[config.mk]
export PLATFORM = sky130hd
export DESIGN_NAME = t03_vga_timing_flat
export DESIGN_NICKNAME = d
export VERILOG_FILES = /design/src/rtl/t03_vga_timing_if.sv /design/src/rtl/t03_vga_timing.sv /design/src/flat_wrapper.sv
export SDC_FILE = /design/constraint.sdc
export NUM_CORES = 1
export LEC_CHECK = 0
export BUFFER_PORTS_ARGS = -buffer_cell sky130_fd_sc_hd__buf_2
export CORE_MARGIN = 1
export CORE_UTILIZATION = 50
export CTS_BUF_LIST = sky130_fd_sc_hd__clkbuf_8
export DETAILED_ROUTE_END_ITERATION = 8
export PLACE_DENSITY = 0.79
export REMOVE_ABC_BUFFERS = 1
export SLEW_MARGIN = 30
export SYNTH_ARGS = -nofsm -noshare
export SYNTH_HDL_FRONTEND = slang
export SYNTH_SLANG_ARGS = --single-unit
[constraint.sdc]
create_clock -name clk -period 3.03 [get_ports clk]
set_input_delay 0.303 -clock clk [delete_from_list [all_inputs] [get_ports clk]]
set_output_delay 0.303 -clock clk [all_outputs]
set_load 0.05 [all_outputs]
[src/rtl/t03_vga_timing_if.sv]
// t03_vga_timing_if: raster counters, colour return path and VGA pin bundle.
// master = timing generator, slave = colour-selection / pin side.
interface t03_vga_timing_if;
  logic [10:0] Hcnt;
  logic [10:0] Vcnt;
  logic [7:0]  color_in;
  logic [7:0]  color_out;
  logic        hsync;
  logic        vsync;
  logic        blank;
  logic        line_start;
  logic        frame_start;

  modport master (
    output Hcnt, Vcnt, color_out,
    output hsync, vsync, blank,
    output line_start, frame_start,
    input  color_in
  );

  modport slave (
    input  Hcnt, Vcnt, color_out,
    input  hsync, vsync, blank,
    input  line_start, frame_start,
    output color_in
  );
endinterface

[src/rtl/t03_vga_timing.sv]
// t03_vga_timing: raster counters plus registered colour/sync/blank output.
// Macro T03_VGA_PIXEL_DIV2_EN: pixel tick every second clock.
module t03_vga_timing #(
  parameter int H_ACTIVE = 800,
  parameter int H_FP     = 40,
  parameter int H_SYNC   = 128,
  parameter int H_BP     = 88,
  parameter int V_ACTIVE = 600,
  parameter int V_FP     = 1,
  parameter int V_SYNC   = 4,
  parameter int V_BP     = 23,
  parameter int SYNC_POL = 1
) (
  input  logic             clk,
  input  logic             rst,
  t03_vga_timing_if.master vga
);

  localparam int H_TOTAL = H_ACTIVE + H_FP + H_SYNC + H_BP;
  localparam int V_TOTAL = V_ACTIVE + V_FP + V_SYNC + V_BP;

  localparam logic [10:0] H_LAST = 11'(H_TOTAL - 1);
  localparam logic [10:0] V_LAST = 11'(V_TOTAL - 1);
  localparam logic [10:0] H_ACT  = 11'(H_ACTIVE);
  localparam logic [10:0] V_ACT  = 11'(V_ACTIVE);
  localparam logic [10:0] HS_BEG = 11'(H_ACTIVE + H_FP);
  localparam logic [10:0] HS_END = 11'(H_ACTIVE + H_FP + H_SYNC);
  localparam logic [10:0] VS_BEG = 11'(V_ACTIVE + V_FP);
  localparam logic [10:0] VS_END = 11'(V_ACTIVE + V_FP + V_SYNC);
  localparam logic        SP     = (SYNC_POL != 0);

  logic        pix_en;
  logic [10:0] hcnt_q, hcnt_d;
  logic [10:0] vcnt_q, vcnt_d;
  logic [7:0]  color_q, color_d;
  logic        blank_q, blank_d;
  logic        hs_q, hs_d;
  logic        vs_q, vs_d;
  logic        h_wrap;
  logic        active;
  logic        hs_on;
  logic        vs_on;

`ifdef T03_VGA_PIXEL_DIV2_EN
  logic phase_q;

  // Divider phase: tick on every second clock, starting one clock after reset.
  always_ff @(posedge clk) begin
    if (rst) phase_q <= 1'b0;
    else     phase_q <= ~phase_q;
  end

  assign pix_en = phase_q;
`else
  assign pix_en = 1'b1;
`endif

  // Next raster position; Vcnt only moves when Hcnt wraps.
  always_comb begin
    hcnt_d = hcnt_q;
    vcnt_d = vcnt_q;
    h_wrap = (hcnt_q == H_LAST);
    if (h_wrap) begin
      hcnt_d = '0;
      vcnt_d = (vcnt_q == V_LAST) ? '0 : vcnt_q + 11'd1;
    end else begin
      hcnt_d = hcnt_q + 11'd1;
    end
  end

  // Pixel/sync decode of the position currently presented.
  always_comb begin
    active  = (hcnt_q < H_ACT) && (vcnt_q < V_ACT);
    hs_on   = (hcnt_q >= HS_BEG) && (hcnt_q < HS_END);
    vs_on   = (vcnt_q >= VS_BEG) && (vcnt_q < VS_END);
    color_d = active ? vga.color_in : 8'h00;
    blank_d = ~active;
    hs_d    = hs_on ? SP : ~SP;
    vs_d    = vs_on ? SP : ~SP;
  end

  // Counters and output stage advance together on the pixel tick.
  always_ff @(posedge clk) begin
    if (rst) begin
      hcnt_q  <= '0;
      vcnt_q  <= '0;
      color_q <= 8'h00;
      blank_q <= 1'b1;
      hs_q    <= ~SP;
      vs_q    <= ~SP;
    end else if (pix_en) begin
      hcnt_q  <= hcnt_d;
      vcnt_q  <= vcnt_d;
      color_q <= color_d;
      blank_q <= blank_d;
      hs_q    <= hs_d;
      vs_q    <= vs_d;
    end
  end

  assign vga.Hcnt        = hcnt_q;
  assign vga.Vcnt        = vcnt_q;
  assign vga.color_out   = color_q;
  assign vga.blank       = blank_q;
  assign vga.hsync       = hs_q;
  assign vga.vsync       = vs_q;
  assign vga.line_start  = pix_en & (hcnt_q == '0);
  assign vga.frame_start = pix_en & (hcnt_q == '0) & (vcnt_q == '0);

endmodule

[src/flat_wrapper.sv]
// flat-port wrapper written by rule: the top's interface ports become plain ports
module t03_vga_timing_flat 
#(
  parameter int H_ACTIVE = 800,
  parameter int H_FP     = 40,
  parameter int H_SYNC   = 128,
  parameter int H_BP     = 88,
  parameter int V_ACTIVE = 600,
  parameter int V_FP     = 1,
  parameter int V_SYNC   = 4,
  parameter int V_BP     = 23,
  parameter int SYNC_POL = 1
)
  (clk, rst, vga_Hcnt, vga_Vcnt, vga_color_out, vga_hsync, vga_vsync, vga_blank, vga_line_start, vga_frame_start, vga_color_in);
  t03_vga_timing_if vga_i ();
  input  logic clk;
  input  logic rst;
  output wire logic [$bits(vga_i.Hcnt)-1:0] vga_Hcnt;
  output wire logic [$bits(vga_i.Vcnt)-1:0] vga_Vcnt;
  output wire logic [$bits(vga_i.color_out)-1:0] vga_color_out;
  output wire logic [$bits(vga_i.hsync)-1:0] vga_hsync;
  output wire logic [$bits(vga_i.vsync)-1:0] vga_vsync;
  output wire logic [$bits(vga_i.blank)-1:0] vga_blank;
  output wire logic [$bits(vga_i.line_start)-1:0] vga_line_start;
  output wire logic [$bits(vga_i.frame_start)-1:0] vga_frame_start;
  input wire logic [$bits(vga_i.color_in)-1:0] vga_color_in;
  assign vga_Hcnt = vga_i.Hcnt;
  assign vga_Vcnt = vga_i.Vcnt;
  assign vga_color_out = vga_i.color_out;
  assign vga_hsync = vga_i.hsync;
  assign vga_vsync = vga_i.vsync;
  assign vga_blank = vga_i.blank;
  assign vga_line_start = vga_i.line_start;
  assign vga_frame_start = vga_i.frame_start;
  assign vga_i.color_in = vga_color_in;
  t03_vga_timing #(.H_ACTIVE(H_ACTIVE), .H_FP(H_FP), .H_SYNC(H_SYNC), .H_BP(H_BP), .V_ACTIVE(V_ACTIVE), .V_FP(V_FP), .V_SYNC(V_SYNC), .V_BP(V_BP), .SYNC_POL(SYNC_POL)) u_core (.clk(clk), .rst(rst), .vga(vga_i));
endmodule
==> impl_metrics.py <==
metrics = {
    "synth": {
        "synthesis.area_mm2": 0.001479,
        "synthDistinctLibCells": 32,
        "syn_avg_cell_area_um2": 8.700,
        "syn_inst": 170,
        "yosys_warnings": 0,
        "yosysSeqAreaShare_pct": 44.67,
        "ys_ff_latch": 33,
    },
    "power_and_ir_drop": {
        "p_total_w": 0.0008571,
        "power-per-cell-area_mw_per_mm2": 478.0,
        "p_leak_nw": 0.7608,
        "ir_worst_vdd_uv": 438.9,
    },
    "floorplanning": {
        "start_util_pct": 53.17,
        "io_pins": 45,
        "core_mm2": 0.002781,
        "dieArea_mm2": 0.003179,
        "die_x_um": 56.39,
        "dieHeight_um": 56.39,
        "rows": 19,
    },
    "routing": {
        "drtPass1Iterations": 4,
        "drc_errors": 0,
        "drtIter0Drc": 55,
        "routedWlPerCell_um": 14.59,
        "vias_per_cell": 5.785,
        "vias": 1429,
        "ant_nets": 0,
        "wl_um": 3604,
    },
    "sta": {
        "clock_skew_ns": 0.003092,
        "slew_headroom_pct": 66.93,
        "tightestPinTransition_ns": 0.4922,
        "rsz0062_at_grt": "no",
        "finalCritPeriodShare_pct": 78.93,
        "setup_viol": 0,
        "fmax_mhz": 418.1,
        "final_max_slew_viol_count": 0,
        "finalWorstPathRequiredPeriod_ns": 2.392,
        "setup_slack_ns": 0.6383,
        "hold_viol_final": 0,
        "fin_setup_tns_ns": 0,
    },
    "cts": {
        "post_cts_resize_count": 0,
        "cts_hold_buf": 0,
        "numCtsBuffers": 5,
        "postCtsSetupRepairBufs": 0,
        "clkSlewWorstSetupHoldPaths_ns": 0.07,
        "tritoncts": "done",
        "htree_levels": 2,
        "root_buffer": "clkbuf_8",
        "cts_sinks": 33,
        "cts_buffer_depth": 2,
        "clk_latency_ns": 0.29,
    },
    "final_layout": {
        "nNetsFinal": 230,
        "fillers": 242,
        "fin_cells": 247,
        "drive_gt1_share_pct": 25.46,
        "fin_area_mm2": 0.001793,
        "area_growth_pct": 21.24,
        "n_antenna_cell": 0,
    },
    "place": {
        "placedCellCount": 239,
        "io_buffers": 44,
        "placed_area_mm2": 0.001710,
        "dp_hpwl_um": 2525,
        "pre_cts_slack_ns": 0.6720,
        "gp_congestion": 0.8443,
    },
    "status": {
        "status": "finished, final reports clean",
    },
    "critical_path": {
        "cp-start-kind": "register",
        "crit_fanout": 12,
        "worstPathArrival_ns": 2.61,
        "endpoint_kind": "register",
        "criticalPathCategory": "reg -> reg",
        "required_ns": 3.25,
    },
    "global_route": {
        "grt-ovfl-total": 0,
        "grt_pass1_vias": 1303,
        "grt_max_degree": 13,
        "grt.total_usage_pct": 25.02,
        "grt_pass1_wl_um": 6147,
        "antenna_found_initial": 0,
    },
    "flow_run": {
        "drv_cap": 0,
    },
    "min_path": {
        "min_path_type": "in -> reg",
    },
}
[Yosys cell counts (all sizes together)]
| master | number | area, um2 |
|---|---|---|
| a211o | 2 | 17.52 |
| a21oi | 9 | 45.04 |
| a311oi | 1 | 8.760 |
| and2 | 8 | 50.05 |
| and3 | 1 | 6.260 |
| and3b | 1 | 8.760 |
| and4 | 1 | 8.760 |
| buf | 2 | 16.26 |
| clkbuf | 5 | 18.77 |
| dfxtp | 33 | 660.6 |
| ha | 5 | 62.56 |
| inv | 9 | 33.78 |
| nand2 | 9 | 33.78 |
| nand2b | 2 | 12.51 |
| nand3 | 12 | 60.06 |
| nand4 | 4 | 25.02 |
| nand4b | 1 | 8.760 |
| nor2 | 19 | 71.32 |
| nor3 | 7 | 35.03 |
| nor4 | 6 | 37.54 |
| nor4b | 3 | 26.28 |
| o21ai | 4 | 20.02 |
| o21bai | 1 | 7.510 |
| o31ai | 4 | 30.03 |
| or2b | 1 | 8.760 |
| or3 | 3 | 20.02 |
| or4 | 6 | 48.80 |
| xnor2 | 8 | 70.07 |
| xor2 | 3 | 26.28 |
[through the flow]
stage / util [%] / hold WS [ns]
floorplan: - / 0.3721
global placement: 61.49 / 0.4642
detailed placement: 61.49 / 0.4899
CTS: 64.46 / 0.2104
global route: 64.46 / 0.2050
finish: 64.46 / 0.2179
[final cells by class]
cell class,count,area [um2],share of cell area [%]
Clock buffer,5,68.82,3.838
Multi-Input combinational cell,121,749.5,41.80
Sequential cell,33,660.6,36.85
Clock inverter,3,13.76,0.7676
Inverter,9,33.78,1.884
Tap cell,31,38.79,2.163
Timing Repair Buffer,45,227.7,12.70
[worst max-delay path, stage by stage, from the launching register on]
cell     delay (ns)
dfxtp_1        0.37
or4_1          0.64
or4_4          0.65
or4_1          0.49
a21oi_1        0.16
[registers in the layout, indices dropped and copies added (netlist names)]
| name | flops |
|---|---|
| u_core.vga.blank | 1 |
| u_core.vga.color_out | 8 |
| u_core.vga.vsync | 1 |
| u_core.vga.Hcnt | 11 |
| u_core.vga.Vcnt | 11 |
| u_core.vga.hsync | 1 |
[final timing paths]
kind | startpoint | to | slack, ns | cells past startpoint
worst min-delay path | vga_color_in[1] | u_core.vga.color_out[1] | 0.22 | 2
worst min register to register | u_core.vga.Hcnt[0] | u_core.vga.Hcnt[0] | 0.50 | 1
worst max register to register | u_core.vga.Hcnt[7] | u_core.vga.Vcnt[10] | 0.64 | 4
worst max-delay path | u_core.vga.Hcnt[7] | u_core.vga.Vcnt[10] | 0.64 | 4
[cell usage in the layout, fill, tap and decap left out, types with 3 or more instances in the layout]
cell,synthesis,routed
inv_1,9,10
nand3_1,12,12
xnor2_1,8,8
nor4b_1,3,3
and2_1,8,8
dfxtp_1,33,33
nand4_1,4,4
nor2_1,19,19
xor2_1,3,3
nor3_1,7,7
buf_2,1,44
nor4_1,6,6
clkbuf_8,0,5
o21ai_0,4,4
ha_1,5,5
nand2_1,9,9
o31ai_1,4,4
a21oi_1,9,9
or4_1,5,5
[per-layer routing]
metal | wire length, um | track usage, %
met1 | 1523 | 29.87
met2 | 1754 | 40.99
met3 | 232 | 8.065
met4 | 94 | 11.15
met5 | 0 | 0
[where the power goes]
part           internal (W)  total (W)  leakage (nW)  switching, W
clock              0.000155   0.000312        0.0491      0.000156
combinational     0.0000241  0.0000951         0.443     0.0000710
sequential         0.000444   0.000450         0.269    0.00000672
total              0.000623   0.000857         0.761      0.000234
[cell families (layout without fill, tap and decap cells)]
kind of cell	count (synthesis)	in the layout	synth area share, %
buffers and inverters	16	62	4.653
AOI/OAI and AO/OA	21	21	8.714
and+or+nand+nor	84	84	31.22
adders and majority gates	5	5	4.230
DFF	33	33	44.67
xor gates and xnor gates	11	11	6.515
Power figures use the tool's default switching activity.
